### src/rtl/keypad_scanner.sv
// keypad_scanner: 4x4 matrix keypad scanner with per-frame debounce.
// Drives one column low at a time, samples the active-low rows at the end of
// each column dwell, classifies every full frame as NONE / SINGLE / MULTI, and
// runs a press/release debounce FSM on those frames.
// Optional feature: define KEYPAD_REPEAT_EN to enable auto-repeat of keyValid
// while a key stays held (REPEAT_DELAY frames first, then every REPEAT_PERIOD).
// keyRow is sampled directly; it is expected to be synchronous to clock (the
// column drive itself is the stimulus, so the row lines settle within a dwell).

module keypad_scanner #(
    parameter int unsigned SCAN_DIV       = 100000,
    parameter int unsigned DEBOUNCE_SCANS = 4,
    parameter int unsigned REPEAT_DELAY   = 500,
    parameter int unsigned REPEAT_PERIOD  = 100
) (
    input  logic       clock,
    input  logic       reset,
    input  logic [3:0] keyRow,
    output logic [3:0] keyCol,
    output logic [3:0] keypadButton,
    output logic       keyValid,
    output logic       keyHeld
);

    localparam int unsigned DIV_W = (SCAN_DIV > 2) ? $clog2(SCAN_DIV) : 1;
    localparam int unsigned DB_W  = $clog2(DEBOUNCE_SCANS + 1);

    localparam logic [DIV_W-1:0] DWELL_LAST = DIV_W'(SCAN_DIV - 1);
    localparam logic [DB_W-1:0]  DB_DONE    = DB_W'(DEBOUNCE_SCANS);

    // Frame classification accumulated across the four column samples
    localparam logic [1:0] HITS_NONE  = 2'd0;
    localparam logic [1:0] HITS_ONE   = 2'd1;
    localparam logic [1:0] HITS_MULTI = 2'd2;

    typedef enum logic [1:0] {
        S_IDLE,
        S_PRESS_DB,
        S_HELD,
        S_REL_DB
    } state_t;

    // Reject illegal configurations at elaboration
    generate
        if (SCAN_DIV < 2 || DEBOUNCE_SCANS < 2 || REPEAT_DELAY < 1 || REPEAT_PERIOD < 1) begin : g_bad_params
            $error("keypad_scanner: illegal parameter value");
        end
    endgenerate

    // Scan state
    logic [DIV_W-1:0] r_dwell;
    logic [1:0]       r_col;
    logic [3:0]       r_key_col;
    logic [1:0]       r_hits;
    logic [3:0]       r_code;

    // Debounce FSM state and registered outputs
    state_t           r_state;
    logic [3:0]       r_cand;
    logic [DB_W-1:0]  r_db_cnt;
    logic [3:0]       r_button;
    logic             r_valid;
    logic             r_held;

    // Combinational frame decode
    logic [3:0]       w_row_low;
    logic [2:0]       w_col_hits;
    logic [3:0]       w_col_code;
    logic [1:0]       w_hits;
    logic [3:0]       w_code;
    logic [1:0]       w_col_next;
    logic             w_sample;
    logic             w_frame_end;
    logic [DB_W-1:0]  w_db_inc;
    logic             w_match_held;

`ifdef KEYPAD_REPEAT_EN
    localparam int unsigned REP_MAX = (REPEAT_DELAY > REPEAT_PERIOD) ? REPEAT_DELAY : REPEAT_PERIOD;
    localparam int unsigned REP_W   = $clog2(REP_MAX + 1);

    logic [REP_W-1:0] r_rep_cnt;
    logic             r_rep_phase;
    logic [REP_W-1:0] w_rep_inc;
    logic [REP_W-1:0] w_rep_target;
`endif

    // Key code at a given column/row position of the matrix
    function automatic logic [3:0] f_code(input logic [1:0] col, input logic [1:0] row);
        logic [3:0] code;
        case ({col, row})
            4'h0: code = 4'h1;
            4'h1: code = 4'h4;
            4'h2: code = 4'h7;
            4'h3: code = 4'h0;
            4'h4: code = 4'h2;
            4'h5: code = 4'h5;
            4'h6: code = 4'h8;
            4'h7: code = 4'hF;
            4'h8: code = 4'h3;
            4'h9: code = 4'h6;
            4'hA: code = 4'h9;
            4'hB: code = 4'hE;
            4'hC: code = 4'hA;
            4'hD: code = 4'hB;
            4'hE: code = 4'hC;
            default: code = 4'hD;
        endcase
        return code;
    endfunction

    // Merge the current column's rows into the running frame classification
    always_comb begin
        w_row_low   = ~keyRow;
        w_col_hits  = 3'(w_row_low[0]) + 3'(w_row_low[1]) + 3'(w_row_low[2]) + 3'(w_row_low[3]);
        w_col_code  = 4'h0;
        for (int r = 3; r >= 0; r--) begin
            if (w_row_low[r]) begin
                w_col_code = f_code(r_col, 2'(r));
            end
        end

        if (r_hits == HITS_MULTI || w_col_hits > 3'd1) begin
            w_hits = HITS_MULTI;
        end else if (r_hits == HITS_ONE && w_col_hits == 3'd1) begin
            w_hits = HITS_MULTI;
        end else if (r_hits == HITS_ONE || w_col_hits == 3'd1) begin
            w_hits = HITS_ONE;
        end else begin
            w_hits = HITS_NONE;
        end

        w_code       = (r_hits == HITS_ONE) ? r_code : w_col_code;
        w_col_next   = r_col + 2'd1;
        w_sample     = (r_dwell == DWELL_LAST);
        w_frame_end  = w_sample && (r_col == 2'd3);
        w_db_inc     = (r_db_cnt >= DB_DONE) ? DB_DONE : r_db_cnt + DB_W'(1);
        w_match_held = (w_hits == HITS_ONE) && (w_code == r_button);
    end

`ifdef KEYPAD_REPEAT_EN
    // Repeat counter helpers: first interval is the delay, then the period
    always_comb begin
        w_rep_inc    = r_rep_cnt + REP_W'(1);
        w_rep_target = r_rep_phase ? REP_W'(REPEAT_PERIOD) : REP_W'(REPEAT_DELAY);
    end
`endif

    // Column dwell timing, column drive and per-frame row accumulation
    always_ff @(posedge clock or posedge reset) begin
        if (reset) begin
            r_dwell   <= '0;
            r_col     <= 2'd0;
            r_key_col <= 4'b1110;
            r_hits    <= HITS_NONE;
            r_code    <= 4'h0;
        end else if (w_sample) begin
            r_dwell   <= '0;
            r_col     <= w_col_next;
            r_key_col <= ~(4'b0001 << w_col_next);
            if (w_frame_end) begin
                r_hits <= HITS_NONE;
                r_code <= 4'h0;
            end else begin
                r_hits <= w_hits;
                r_code <= w_code;
            end
        end else begin
            r_dwell <= r_dwell + DIV_W'(1);
        end
    end

    // Debounce FSM evaluated once per frame end; MULTI frames leave everything untouched
    always_ff @(posedge clock or posedge reset) begin
        if (reset) begin
            r_state     <= S_IDLE;
            r_cand      <= 4'h0;
            r_db_cnt    <= '0;
            r_button    <= 4'h0;
            r_valid     <= 1'b0;
            r_held      <= 1'b0;
`ifdef KEYPAD_REPEAT_EN
            r_rep_cnt   <= '0;
            r_rep_phase <= 1'b0;
`endif
        end else begin
            r_valid <= 1'b0;
            if (w_frame_end && w_hits != HITS_MULTI) begin
                case (r_state)
                    S_IDLE: begin
                        if (w_hits == HITS_ONE) begin
                            r_cand   <= w_code;
                            r_db_cnt <= DB_W'(1);
                            r_state  <= S_PRESS_DB;
                        end
                    end
                    S_PRESS_DB: begin
                        if (w_hits == HITS_NONE) begin
                            r_db_cnt <= '0;
                            r_state  <= S_IDLE;
                        end else if (w_code != r_cand) begin
                            r_cand   <= w_code;
                            r_db_cnt <= DB_W'(1);
                        end else if (w_db_inc == DB_DONE) begin
                            r_button <= r_cand;
                            r_valid  <= 1'b1;
                            r_held   <= 1'b1;
                            r_db_cnt <= '0;
                            r_state  <= S_HELD;
                        end else begin
                            r_db_cnt <= w_db_inc;
                        end
                    end
                    S_HELD: begin
                        if (w_match_held) begin
`ifdef KEYPAD_REPEAT_EN
                            if (w_rep_inc == w_rep_target) begin
                                r_valid     <= 1'b1;
                                r_rep_cnt   <= '0;
                                r_rep_phase <= 1'b1;
                            end else begin
                                r_rep_cnt   <= w_rep_inc;
                            end
`endif
                        end else begin
                            r_db_cnt    <= DB_W'(1);
                            r_state     <= S_REL_DB;
`ifdef KEYPAD_REPEAT_EN
                            r_rep_cnt   <= '0;
                            r_rep_phase <= 1'b0;
`endif
                        end
                    end
                    S_REL_DB: begin
                        if (w_match_held) begin
                            r_db_cnt <= '0;
                            r_state  <= S_HELD;
                        end else if (w_db_inc == DB_DONE) begin
                            r_held   <= 1'b0;
                            r_db_cnt <= '0;
                            r_state  <= S_IDLE;
                        end else begin
                            r_db_cnt <= w_db_inc;
                        end
                    end
                    default: begin
                        r_state <= S_IDLE;
                    end
                endcase
            end
        end
    end

    assign keyCol       = r_key_col;
    assign keypadButton = r_button;
    assign keyValid     = r_valid;
    assign keyHeld      = r_held;

endmodule

### config.mk
export PLATFORM = sky130hd
export DESIGN_NAME = keypad_scanner
export DESIGN_NICKNAME = d
export VERILOG_FILES = /design/src/rtl/keypad_scanner.sv
export SDC_FILE = /design/constraint.sdc
export NUM_CORES = 1
export LEC_CHECK = 0
export BUFFER_PORTS_ARGS = -buffer_cell sky130_fd_sc_hd__buf_2
export CAP_MARGIN = 10
export CORE_ASPECT_RATIO = 1.1
export CORE_UTILIZATION = 40
export CTS_BUF_LIST = sky130_fd_sc_hd__clkbuf_4
export CTS_CLUSTER_DIAMETER = 60
export DETAILED_ROUTE_END_ITERATION = 12
export SYNTH_ARGS = -nofsm -noshare
export SYNTH_HDL_FRONTEND = slang
export SYNTH_SLANG_ARGS = --single-unit
export TNS_END_PERCENT = 10
### constraint.sdc
create_clock -name clock -period 2.8 [get_ports clock]
set_clock_uncertainty 0.1 [all_clocks]
set_input_delay 0.56 -clock clock [delete_from_list [all_inputs] [get_ports clock]]
set_output_delay 0.56 -clock clock [all_outputs]
set_load 0.02 [all_outputs]
==> flow_metrics.env <==
export IMPL_outcome="complete, but fails checks"
export IMPL_failed_checks="negative setup slack"
export IMPL_die_h_um=88.8
export IMPL_grt_pass1_wl_um=9810
export IMPL_powerDensity_mw_per_mm2=334
export IMPL_synth_edf_count=0
export IMPL_multiInputGateArea_mm2=0.00164
export IMPL_final_antenna_net_count=0
export IMPL_grt_max_degree=24
export IMPL_clkTransAtPathRegs_ns=0.15
export IMPL_fmax_mhz=317
export IMPL_power_frac_comb_pct=13.5
export IMPL_p_sw_share_pct=27.5
export IMPL_coreArea_mm2=0.00659
export IMPL_ios=16
export IMPL_intPower_mw=0.803
export IMPL_final_common_cell="dfrtp_1"
export IMPL_wirelength_um=5900
export IMPL_die_w_um=80.9
export IMPL_cts_tree="yes"
export IMPL_htree_num_levels=2
export IMPL_cp_end_kind="flop"
export IMPL_synth_top_flop_cell="dfrtp_1"
export IMPL_yosysSeqAreaShare_pct=40.3
export IMPL_setup_viol=15
export IMPL_crit_required_ns=2.96
export IMPL_drc_errors=0
export IMPL_wl_met2_um=2830
export IMPL_clock_power_share_pct=29.0
export IMPL_slew_violations=0
export IMPL_yosysWarnings=0
export IMPL_cts_buffers=5
export IMPL_routed_wl_met3_um=83
export IMPL_slowest_delay_ns=0.52
export IMPL_postSynthAreaPerCell_um2=10.0
export IMPL_worstMarginPinSlew_ns=0.835
export IMPL_tns_ns=-3.72
export IMPL_drt_iter0_markers=79
export IMPL_vias=2117
export IMPL_p_seq_share_pct=57.5
export IMPL_r2r_slack_ns=-0.16
export IMPL_ctsHoldBuffers=0
export IMPL_cp_max_fo=4
export IMPL_ir_worst_vdd_uv=252
export IMPL_start_kind="input pin"
export IMPL_fin_crit_ns=3.16
export IMPL_r2r_start="r_col[0]$_DFFE_PP0N_"
export IMPL_r2r_end="r_cand[2]$_DFFE_PP0P_"
export IMPL_design_area_mm2=0.00331
export IMPL_num_fill_cells=618
export IMPL_slew_headroom_pct=44.0
export IMPL_clkSinkCount=44
export IMPL_cts_max_path_buffers=2
export IMPL_dr_max_layer_used="met4"
export IMPL_num_antenna_cells=0
export IMPL_utilization_pct=50.2
export IMPL_layout_common_cells="dfrtp_1, buf_4, nand2_1"
export IMPL_port_buffers=15
export IMPL_grt_overflow_total=0
export IMPL_netlist_area_mm2=0.00274
export IMPL_setup_ws_ns=-0.357
export IMPL_placedInstanceArea_mm2=0.00310
export IMPL_dr_pass1_iters=4
export IMPL_drive_gt1_share_pct=29.5
export IMPL_antenna_found_initial=0
export IMPL_slowest_stage="fa_1"
export IMPL_ys_seq_elements=44
export IMPL_path_class="in2reg"
export IMPL_yosysUniqueCellTypes=70
export IMPL_async_reset_ff_share_pct=100
export IMPL_cap_violations=0
export IMPL_start_util_pct=41.6
export IMPL_p_sw_mw=0.304
export IMPL_place_detailed_hpwl_um=4350
export IMPL_grtUsageTotal_pct=18.0
export IMPL_gp_congestion=0.857
export IMPL_viasPerCell=5.28
export IMPL_syn_nets=294
export IMPL_post_drt_wl_per_cell_um=14.7
export IMPL_leakagePower_nw=1.49
export IMPL_synth_cells=274
export IMPL_crit_buf_inv=4
export IMPL_cts_root_buffer="clkbuf_4"
export IMPL_dieArea_mm2=0.00719
export IMPL_hold_viol_final=0
export IMPL_min_path_type="in2async"
export IMPL_rows=31
export IMPL_area_growth_pct=20.7
export IMPL_cp_cell_sequence="buf_6 > fa_1 > inv_1 > ha_2 > inv_2 > ha_4 > nor3b_4 > ha_4 > nor2b_4 > nand3b_1 > and2_4 > o31ai_4 > a2111oi_4 > buf_4 > mux2_4"
export IMPL_cp_top_family="adder cells"
export IMPL_wl_met1_um=2880
export IMPL_fin_crit_sh_pct=113
export IMPL_area_sequential_mm2=0.00110
export IMPL_rsz0062_at_grt="true"
export IMPL_worstSkewPairLatency_ns=0.37
export IMPL_place_worst_setup_slack_ns=-0.906
export IMPL_worstPathArrival_ns=3.32
export IMPL_grt_pass1_vias=2020
export IMPL_final_nets=338
export IMPL_total_power_mw=1.11
export IMPL_cp_common_cell="ha_4"
export IMPL_r2r_cells=11
==> worst max path at each step <==
| stage | startpoint | end | slack, ns | cells after the start |
|---|---|---|---|---|
| 2_1_floorplan | keyRow[0] | r_cand[0]$_DFFE_PP0P_ | -0.56 | 11 |
| 3_3_place_gp | keyRow[0] | r_db_cnt[0]$_DFFE_PP0P_ | -0.86 | 14 |
| 3_5_place_dp | keyRow[0] | keyHeld$_DFFE_PP0P_ | -0.91 | 14 |
| 5_1_grt | keyRow[0] | r_cand[2]$_DFFE_PP0P_ | -0.44 | 15 |
| 6_report | keyRow[0] | r_cand[2]$_DFFE_PP0P_ | -0.36 | 15 |
| 4_1_cts | keyRow[3] | r_db_cnt[0]$_DFFE_PP0P_ | -0.39 | 14 |
==> area by class of cell <==
| class | instances | area share, % |
|---|---|---|
| Multi-Input combinational cell | 199 | 49.4 |
| Sequential cell | 44 | 33.4 |
| Timing Repair Buffer | 46 | 9.80 |
| Tap cell | 82 | 3.10 |
| Inverter | 22 | 2.57 |
| Clock buffer | 5 | 1.13 |
| Clock inverter | 3 | 0.567 |
==> Yosys cell counts (all sizes together), types with 5 or more instances <==
cell type	instances	area share [%]
a21oi	7	1.4
and3	5	1.1
buf	5	1.3
dfrtp	41	37
ha	13	5.9
inv	22	3.1
mux2	7	3.4
nand2	21	2.9
nand2b	5	1.2
nand3	10	2.0
nand4	6	1.9
nor2	19	2.6
nor3	6	1.5
o21ai	15	2.7
xnor2	12	4.1
xor2	6	1.9
==> power by group through the flow <==
stage	registers, mW	clock network, mW	logic, mW
finish	0.636	0.321	0.149
global placement	0.648	0	0.119
floorplan	0.648	0	0.0776
global route	0.636	0.356	0.164
CTS	0.636	0.331	0.140
detailed placement	0.648	0	0.121
==> per-layer routing <==
layer / global-route usage [%] / vias to the layer above
li1: - / 1075
met1: 23.5 / 1019
met2: 30.3 / 15
met3: 3.51 / 8
met4: 5.03 / 0
met5: 0 / -
==> what timing repair did <==
item	CTS	global route
setup endpoints to repair	15	15
buffers inserted	2	1
endpoints found under the hold margin	0	0
pin swaps	11	9
resized for setup	14	9
cloned	0	0
==> logic make-up after synthesis <==
logic type               count (synthesis)  synth area share [%]
flip-flops                              44                  40.3
AND/OR/NAND/NOR                         94                  19.1
XOR/XNOR                                18                  6.03
adder cells (fa/ha/maj)                 14                  6.67
AO/OA/AOI/OAI                           64                  18.5
multiplexers                             9                  4.16
buffers and inverters                   31                  5.16
==> sequential cells by signal, summed over array words and instances (netlist names) <==
signal and flops:
keyCol 4, keypadButton 4, r_col 2, r_cand 4, r_code 4, keyHeld 1, r_hits 2, r_state 2
keyValid 1, r_dwell 17, r_db_cnt 3
==> worst register-to-register path, delay by kind of cell, from the launching register on <==
kind                       cells  cell delay, ns
DFF                            1            0.42
and+or+nand+nor                1            0.05
muxes                          1            0.30
buffers and inverters          3            0.52
adders and majority gates      1            0.27
xor gates and xnor gates       1            0.33
AOI/OAI and AO/OA              4            0.87
==> per-stage QoR <==
step | instances | hold WS, ns
6_report | 401 | 0.124
5_1_grt | 401 | 0.171
4_1_cts | 400 | 0.145
3_5_place_dp | 390 | 0.365
3_3_place_gp | 390 | 0.362
2_1_floorplan | 274 | 0.355
No activity file was read; power rests on OpenSTA's default activity.
